### config.mk
export PLATFORM = sky130hd
export DESIGN_NAME = uart_frame_sender_flat
export DESIGN_NICKNAME = d
export VERILOG_FILES = /design/src/rtl/uart_frame_sender_if.sv /design/src/rtl/uart_frame_sender.sv /design/src/flat_wrapper.sv
export SDC_FILE = /design/constraint.sdc
export NUM_CORES = 1
export LEC_CHECK = 0
export CORE_ASPECT_RATIO = 0.6
export CORE_MARGIN = 2
export CORE_UTILIZATION = 30
export CTS_CLUSTER_DIAMETER = 30
export CTS_CLUSTER_SIZE = 30
export DETAILED_ROUTE_END_ITERATION = 8
export GPL_ROUTABILITY_DRIVEN = 0
export SYNTH_ARGS = -nofsm -noshare
export SYNTH_HDL_FRONTEND = slang
export SYNTH_SLANG_ARGS = --single-unit
### constraint.sdc
create_clock -name clk -period 3.8 [get_ports clk]
set_clock_uncertainty 0.1 [all_clocks]
set_input_delay 0.76 -clock clk [delete_from_list [all_inputs] [get_ports clk]]
set_output_delay 0.76 -clock clk [all_outputs]
set_load 0.02 [all_outputs]
### src/rtl/uart_frame_sender_if.sv
// Byte handshake between the frame sender and the UART byte transmitter.
// The sender drives data_byte/send_en; the transmitter answers with tx_done.
interface uart_frame_sender_if;
  logic [7:0] data_byte;
  logic       send_en;
  logic       tx_done;

  modport master (
    output data_byte,
    output send_en,
    input  tx_done
  );

  modport slave (
    input  data_byte,
    input  send_en,
    output tx_done
  );
endinterface

### src/rtl/uart_frame_sender.sv
// Frames queued payload bytes as HEADER, LEN, payload, CSUM and feeds them one
// at a time to the UART byte transmitter through a send_en/tx_done handshake.
module uart_frame_sender #(
  parameter int unsigned DEPTH  = 16,
  parameter int unsigned ADDR_W = 4,
  parameter logic [7:0]  HEADER = 8'hAA
) (
  input  logic              clk,
  input  logic              rst,
  input  logic              wr_en,
  input  logic [7:0]        wr_data,
  output logic              fifo_full,
  output logic [ADDR_W:0]   fifo_count,
  output logic              wr_overflow,
  input  logic              frame_start,
  output logic              busy,
  output logic              frame_done,
  uart_frame_sender_if.master tx
);

  typedef enum logic [3:0] {
    S_IDLE,
    S_HDR_SEND,
    S_HDR_WAIT,
    S_LEN_SEND,
    S_LEN_WAIT,
    S_PAY_SEND,
    S_PAY_WAIT,
    S_CSUM_SEND,
    S_CSUM_WAIT,
    S_DONE
  } state_t;

  localparam logic [ADDR_W:0] FULL_CNT = (ADDR_W+1)'(DEPTH);

  // Payload FIFO
  logic [7:0]        mem_q [DEPTH];
  logic [ADDR_W-1:0] wr_ptr_q;
  logic [ADDR_W-1:0] rd_ptr_q;
  logic [ADDR_W:0]   count_q;
  logic [ADDR_W:0]   count_d;
  logic              overflow_q;
  logic              overflow_d;
  logic              push;
  logic              pop;
  logic [7:0]        head;

  // Frame FSM
  state_t            state_q;
  logic [ADDR_W:0]   remain_q;
  logic [7:0]        csum_q;
  logic [7:0]        data_q;
  logic              send_q;
  logic              busy_q;
  logic              done_q;

  assign head = mem_q[rd_ptr_q];

  // The payload byte leaves the FIFO in the cycle its strobe is on the wire.
  assign pop = (state_q == S_PAY_SEND);

  // A full FIFO still takes a write when a pop frees a slot in the same cycle.
  assign push       = wr_en && ((count_q != FULL_CNT) || pop);
  assign overflow_d = wr_en && (count_q == FULL_CNT) && !pop;
  assign count_d    = count_q + (ADDR_W+1)'(push) - (ADDR_W+1)'(pop);

  always_ff @(posedge clk) begin
    if (push) begin
      mem_q[wr_ptr_q] <= wr_data;
    end
  end

  always_ff @(posedge clk) begin
    if (rst) begin
      wr_ptr_q   <= '0;
      rd_ptr_q   <= '0;
      count_q    <= '0;
      overflow_q <= 1'b0;
    end else begin
      if (push) begin
        wr_ptr_q <= wr_ptr_q + ADDR_W'(1);
      end
      if (pop) begin
        rd_ptr_q <= rd_ptr_q + ADDR_W'(1);
      end
      count_q    <= count_d;
      overflow_q <= overflow_d;
    end
  end

  always_ff @(posedge clk) begin
    if (rst) begin
      state_q  <= S_IDLE;
      remain_q <= '0;
      csum_q   <= '0;
      data_q   <= '0;
      send_q   <= 1'b0;
      busy_q   <= 1'b0;
      done_q   <= 1'b0;
    end else begin
      send_q <= 1'b0;
      done_q <= 1'b0;
      case (state_q)
        // DONE behaves like IDLE so a new frame can start right after frame_done.
        S_IDLE, S_DONE: begin
          if (frame_start) begin
            state_q  <= S_HDR_SEND;
            remain_q <= count_q;
            csum_q   <= 8'(count_q);
            data_q   <= HEADER;
            send_q   <= 1'b1;
            busy_q   <= 1'b1;
          end else begin
            state_q <= S_IDLE;
          end
        end
        S_HDR_SEND: state_q <= S_HDR_WAIT;
        S_HDR_WAIT: begin
          if (tx.tx_done) begin
            state_q <= S_LEN_SEND;
            data_q  <= 8'(remain_q);
            send_q  <= 1'b1;
          end
        end
        S_LEN_SEND: state_q <= S_LEN_WAIT;
        S_PAY_SEND: state_q <= S_PAY_WAIT;
        // remain_q counts payload bytes still to go; LEN and payload share the exit.
        S_LEN_WAIT, S_PAY_WAIT: begin
          if (tx.tx_done) begin
            send_q <= 1'b1;
            if (remain_q != '0) begin
              state_q  <= S_PAY_SEND;
              data_q   <= head;
              csum_q   <= csum_q + head;
              remain_q <= remain_q - (ADDR_W+1)'(1);
            end else begin
              state_q <= S_CSUM_SEND;
              data_q  <= csum_q;
            end
          end
        end
        S_CSUM_SEND: state_q <= S_CSUM_WAIT;
        S_CSUM_WAIT: begin
          if (tx.tx_done) begin
            state_q <= S_DONE;
            done_q  <= 1'b1;
            busy_q  <= 1'b0;
          end
        end
        default: state_q <= S_IDLE;
      endcase
    end
  end

  assign fifo_full    = (count_q == FULL_CNT);
  assign fifo_count   = count_q;
  assign wr_overflow  = overflow_q;
  assign busy         = busy_q;
  assign frame_done   = done_q;
  assign tx.data_byte = data_q;
  assign tx.send_en   = send_q;

endmodule

### src/flat_wrapper.sv
// flat-port wrapper written by rule: the top's interface ports become plain ports
module uart_frame_sender_flat 
#(
  parameter int unsigned DEPTH  = 16,
  parameter int unsigned ADDR_W = 4,
  parameter logic [7:0]  HEADER = 8'hAA
)
  (clk, rst, wr_en, wr_data, fifo_full, fifo_count, wr_overflow, frame_start, busy, frame_done, tx_data_byte, tx_send_en, tx_tx_done);
  uart_frame_sender_if tx_i ();
  input  logic clk;
  input  logic rst;
  input  logic wr_en;
  input  logic [7:0] wr_data;
  output logic fifo_full;
  output logic [ADDR_W:0] fifo_count;
  output logic wr_overflow;
  input  logic frame_start;
  output logic busy;
  output logic frame_done;
  output wire logic [$bits(tx_i.data_byte)-1:0] tx_data_byte;
  output wire logic [$bits(tx_i.send_en)-1:0] tx_send_en;
  input wire logic [$bits(tx_i.tx_done)-1:0] tx_tx_done;
  assign tx_data_byte = tx_i.data_byte;
  assign tx_send_en = tx_i.send_en;
  assign tx_i.tx_done = tx_tx_done;
  uart_frame_sender #(.DEPTH(DEPTH), .ADDR_W(ADDR_W), .HEADER(HEADER)) u_core (.clk(clk), .rst(rst), .wr_en(wr_en), .wr_data(wr_data), .fifo_full(fifo_full), .fifo_count(fifo_count), .wr_overflow(wr_overflow), .frame_start(frame_start), .busy(busy), .frame_done(frame_done), .tx(tx_i));
endmodule
## Yosys cells after proc, flatten, opt, wreduce, memory -nomap -nowiden

Memories as Yosys holds them, arrays and structs flattened. A register that Yosys moved wholly into a read port is not among the register bits.
Index checks and enable logic that the tools add are counted.
W data, S select, Z words.

| word-level totals | value |
|---|---|
| input bits | 13 |
| memories | 1 |
| output and inout bits | 18 |
| register bits | 42 |
| word-level logic and storage cells | 82 |
| latch bits | 0 |
| bits in read-only memories | 0 |
| RAM bits | 128 |

Memories:

| name | depth | bits a word | rd ports | clocked after memory_dff | wr ports | RTL line | text |
|---|---|---|---|---|---|---|---|
| u_core.mem_q | 16 | 8 | 1 | 1 | 1 | uart_frame_sender.sv:37 | `logic [7:0] mem_q [DEPTH];` |

| operators by class | value |
|---|---|
| mux-type cells | 29 |
| $mul | 0 |
| bitwise gates (word level) | 1 |
| equal/unequal tests | 16 |
| order comparisons | 0 |
| reduce and logical (&&, ||, !) cells | 18 |
| shift operators | 0 |
| add/subtract/negate cells | 6 |
| divide/modulo/power cells | 0 |

Operators with widths:

| operator | count |
|---|---|
| $mux W8 | 7 |
| $pmux W4 S8 | 1 |
| $pmux W8 S3 | 1 |
| $mux W4 | 5 |
| $eq A4 B3 Y1 const B | 4 |
| $pmux W8 S2 | 1 |
| $mux W5 | 3 |
| $pmux W5 S2 | 1 |
| $add A4 B1 Y4 const B | 2 |
| $add A8 B8 Y8 | 1 |
| $eq A4 B2 Y1 const B | 2 |
| $eq A4 B4 Y1 const B | 2 |
| $ne A2 B2 Y1 const B | 4 |
| $reduce_and A4 Y1 | 2 |
| $mux W1 | 7 |
| $reduce_and A3 Y1 | 2 |
| $reduce_or A2 Y1 | 3 |
| $add A5 B1 Y5 | 1 |
| $eq A5 B5 Y1 const B | 1 |
| $ne A5 B5 Y1 const B | 1 |
| $reduce_bool A5 Y1 | 1 |
| $sub A5 B1 Y5 | 1 |
| $sub A5 B1 Y5 const B | 1 |
| $eq A4 B1 Y1 const B | 1 |
| 11 further kinds | 15 |

## Depth between registers and ports, before layout

| logic depth | value |
|---|---|
| depth after elaboration | 5 |
| depth in mapped cells | 14 |

## Least setup slack after synthesis

OpenSTA, ideal clock, no wires.

| timing | value |
|---|---|
| path kind | reg-to-reg |
| start | register with a tool-made name |
| end | register u_core.csum_q[7] |
| period minus slack after synthesis | 3.299 ns |
| buffers on the path | 2 |
| library setup time | 0.069 ns |
| data required time | 3.631 ns |
| cell stages (with the launch flop) | 12 |
| slack | 0.501 ns |
| arrival time | 3.130 ns |
| cell sequence | dfxtp_1 buf_6 buf_6 mux4_2 mux4_2 ha_1 a21o_1 a41oi_1 nand3_1 and3_1 o32a_1 o21ai_1 |

RTL lines:

| element | RTL line | text |
|---|---|---|
| to (signal assigned) | uart_frame_sender.sv:109 | `csum_q <= 8'(count_q);` |
| to (signal assigned) | uart_frame_sender.sv:134 | `csum_q <= csum_q + head;` |
| to (decl) | uart_frame_sender.sv:51 | `logic [7:0] csum_q;` |

==> flow_metrics.tcl <==
set metrics [dict create \
    fin_area_um2 8780 \
    cp.buffers_inverters 1 \
    ys_seq_area_share_pct 64.2 \
    path_delay_family "multiplexers" \
    min_from "u_core.csum_q[7]" \
    cts_setup_buffers 0 \
    synthSimpleGateAreaFrac_pct 9.05 \
    synth_area_leaders "edfxtp_1 52%, dfxtp_1 12%, mux4_2 12%" \
    postSynth.asyncResetShare_pct 0 \
    cts_tree "built" \
    status "finished clean" \
    use_met1_pct 19.8 \
    grt_pass1_vias 4385 \
    grt_pass1_wl_um 26200 \
    nNetsFinal 577 \
    met2_usage_pct 19.7 \
    hold_viol_final 0 \
    die_w_um 207 \
    worstSetupPathType "reg2reg" \
    setup_viol 0 \
    setup.worst_path.end_class "flop" \
    slowest_delay_ns 0.56 \
    firstDrtPassIters 5 \
    rsz0062_at_grt "no" \
    ff2ff_setup_slack_ns 0.38 \
    hpwl_um 11400 \
    yosysTopAreaCell "edfxtp_1" \
    stdcell_count 878 \
    min_period_ns 3.42 \
    post_cts_resized 0 \
    synth_seq_cells 174 \
    via_per_inst 5.10 \
    worst-endpoint-required_ns 4.02 \
    rows 44 \
    synthCells 495 \
    pre_cts_ws_ns 0.423 \
    diodes 0 \
    slew_viol_final 0 \
    routed-via-count 4478 \
    drt_iter0_markers 432 \
    core_um2 24200 \
    drcViolationCount 0 \
    dp_cells 846 \
    start_kind "flop" \
    portBuffers 30 \
    start_util_pct 30.7 \
    synthAdderAreaFrac_pct 3.74 \
    synth_commonest_cells "128 x edfxtp_1, 46 x dfxtp_1, 38 x mux4_2, 35 x nor2_1, 32 x nand2_1" \
    grt_overflow 0 \
    synth_area_um2 7430 \
    powerDensity_nw_per_um2 532 \
    die_height_um 126 \
    critPathArrivalTime_ns 3.64 \
    drive_gt1_share_pct 18.7 \
    cap_violations 0 \
    p_leak_nw 2.92 \
    synthesis.nets 529 \
    cts_root_buf "clkbuf_16" \
    pin_count 31 \
    grt_max_degree 48 \
    top_usage_layer "met1" \
    total_power_mw 4.67 \
    ys_types 55 \
    fin_ws_ns 0.382 \
    crit_path_cell_trace "buf_12 -> mux4_2 -> mux4_2 -> ha_1 -> nor2b_1 -> o21ai_0 -> a21boi_1 -> o21ai_0 -> and3_1 -> a211o_1" \
    clock_latency_ns 0.43 \
    dieArea_um2 26100 \
    ys_warn_count 0 \
    syn_to_final_growth_pct 18.3 \
    fin_setup_tns_ns 0 \
    clk_pin_slew_ns 0.07 \
    clock-sinks 174 \
    critical-path-slowest-cell "mux4_2" \
    synth-xor-area-share_pct 1.53 \
    cp_max_fo 31 \
    placed_cell_area_um2 8190 \
    wl_um 17000 \
    cts_hold_buffers 0 \
    tightest_slew_ns 0.869 \
    synth_edf_count 128 \
    yosysMostFrequentCell "edfxtp_1" \
    final_util_pct 36.3 \
    antenna_found_initial 0 \
    max-slew-margin-rel_pct 42.1 \
    fin_crit_sh_pct 89.9 \
    avgSynthCellArea_um2 15.0 \
    drtAntennaViolNets 0 \
    synthFlopType "edfxtp_1" \
    hp-class "reg2reg" \
    wire_per_inst_um 19.4 \
    synth_top_area_share_pct 51.8 \
    clockBufferDepth 2 \
    vdd_drop_max_v 0.000319 \
    grtUsageTotal_pct 13.4 \
    max_freq_mhz 293 \
    synth_top_family_by_area "multiplexers" \
    synth_compound_area_share_pct 5.86 \
    muxShareOfSynthArea_pct 12.9 \
    use_met3_pct 3.04 \
    whs_ns 0.392 \
    h-tree-depth 4 \
    cts_buffers 17 \
]
==> cells by family (layout without fill, tap and decap cells) <==
logic type / Yosys count / in the layout
flip-flops: 174 / 174
AND/OR/NAND/NOR: 130 / 130
AO/OA/AOI/OAI: 64 / 64
buffers and inverters: 47 / 108
multiplexers: 46 / 46
adder cells (fa/ha/maj): 21 / 21
XOR/XNOR: 13 / 13
==> area by class of cell <==
| class | count | area, um^2 |
|---|---|---|
| Fill cell | 2286 | 15400 |
| Sequential cell | 174 | 4770 |
| Multi-Input combinational cell | 274 | 2450 |
| Timing Repair Buffer | 53 | 480 |
| Clock buffer | 19 | 433 |
| Tap cell | 322 | 403 |
| Clock inverter | 13 | 161 |
| Inverter | 23 | 86.3 |
==> tightest hold or removal path, stage by stage, from the launching register on <==
cell	delay (ns)
dfxtp_1	0.33
inv_1	0.06
o21ai_1	0.06
==> metal layers <==
metal | part of all wire (%) | vias up
met3 | 6.7 | 17
met5 | 0 | -
met1 | 48 | 2298
met2 | 44 | 162
met4 | 0.99 | 0
li1 | - | 2001
==> state kept, by name, summed over array words and instances, names as in the netlist, named ones only <==
name                 count
u_core.csum_q            8
u_core.state_q           4
u_core.wr_ptr_q          4
u_core.tx.data_byte      8
u_core.remain_q          5
u_core.wr_overflow       1
u_core.rd_ptr_q          4
u_core.tx.send_en        1
u_core.busy              1
u_core.frame_done        1
u_core.mem_q           128
u_core.fifo_count        5
==> report_power, final <==
group	leakage (nW)	internal (mW)	total [mW]	switching, mW
clock	0.282	1.04	1.78	0.746
combinational	1.10	0.288	0.683	0.396
sequential	1.53	2.13	2.20	0.0734
==> layout by cell type, fill, tap and decap left out, types with 7 or more instances in the layout <==
master           Yosys  final
clkdlybuf4s50_1      0     29
nor2_1              35     35
xor2_1               8      8
edfxtp_1           128    128
nor3b_1              7      7
nor2b_1              7      7
o21ai_0             12     12
ha_1                19     19
nor3_1              14     14
buf_4                1     22
a21oi_1             19     19
clkbuf_16            0     17
dfxtp_1             46     45
nand2_1             32     32
inv_1               22     22
mux4_2              38     38
==> path summary, 6_finish.rpt <==
| path | end | depth (start not counted) |
|---|---|---|
| max | u_core.csum_q[6] | 10 |
| min | u_core.csum_q[7] | 2 |
| max reg2reg | u_core.csum_q[6] | 10 |
| min reg2reg | u_core.csum_q[7] | 2 |
Note: power is estimated with default switching activity, not from simulation.
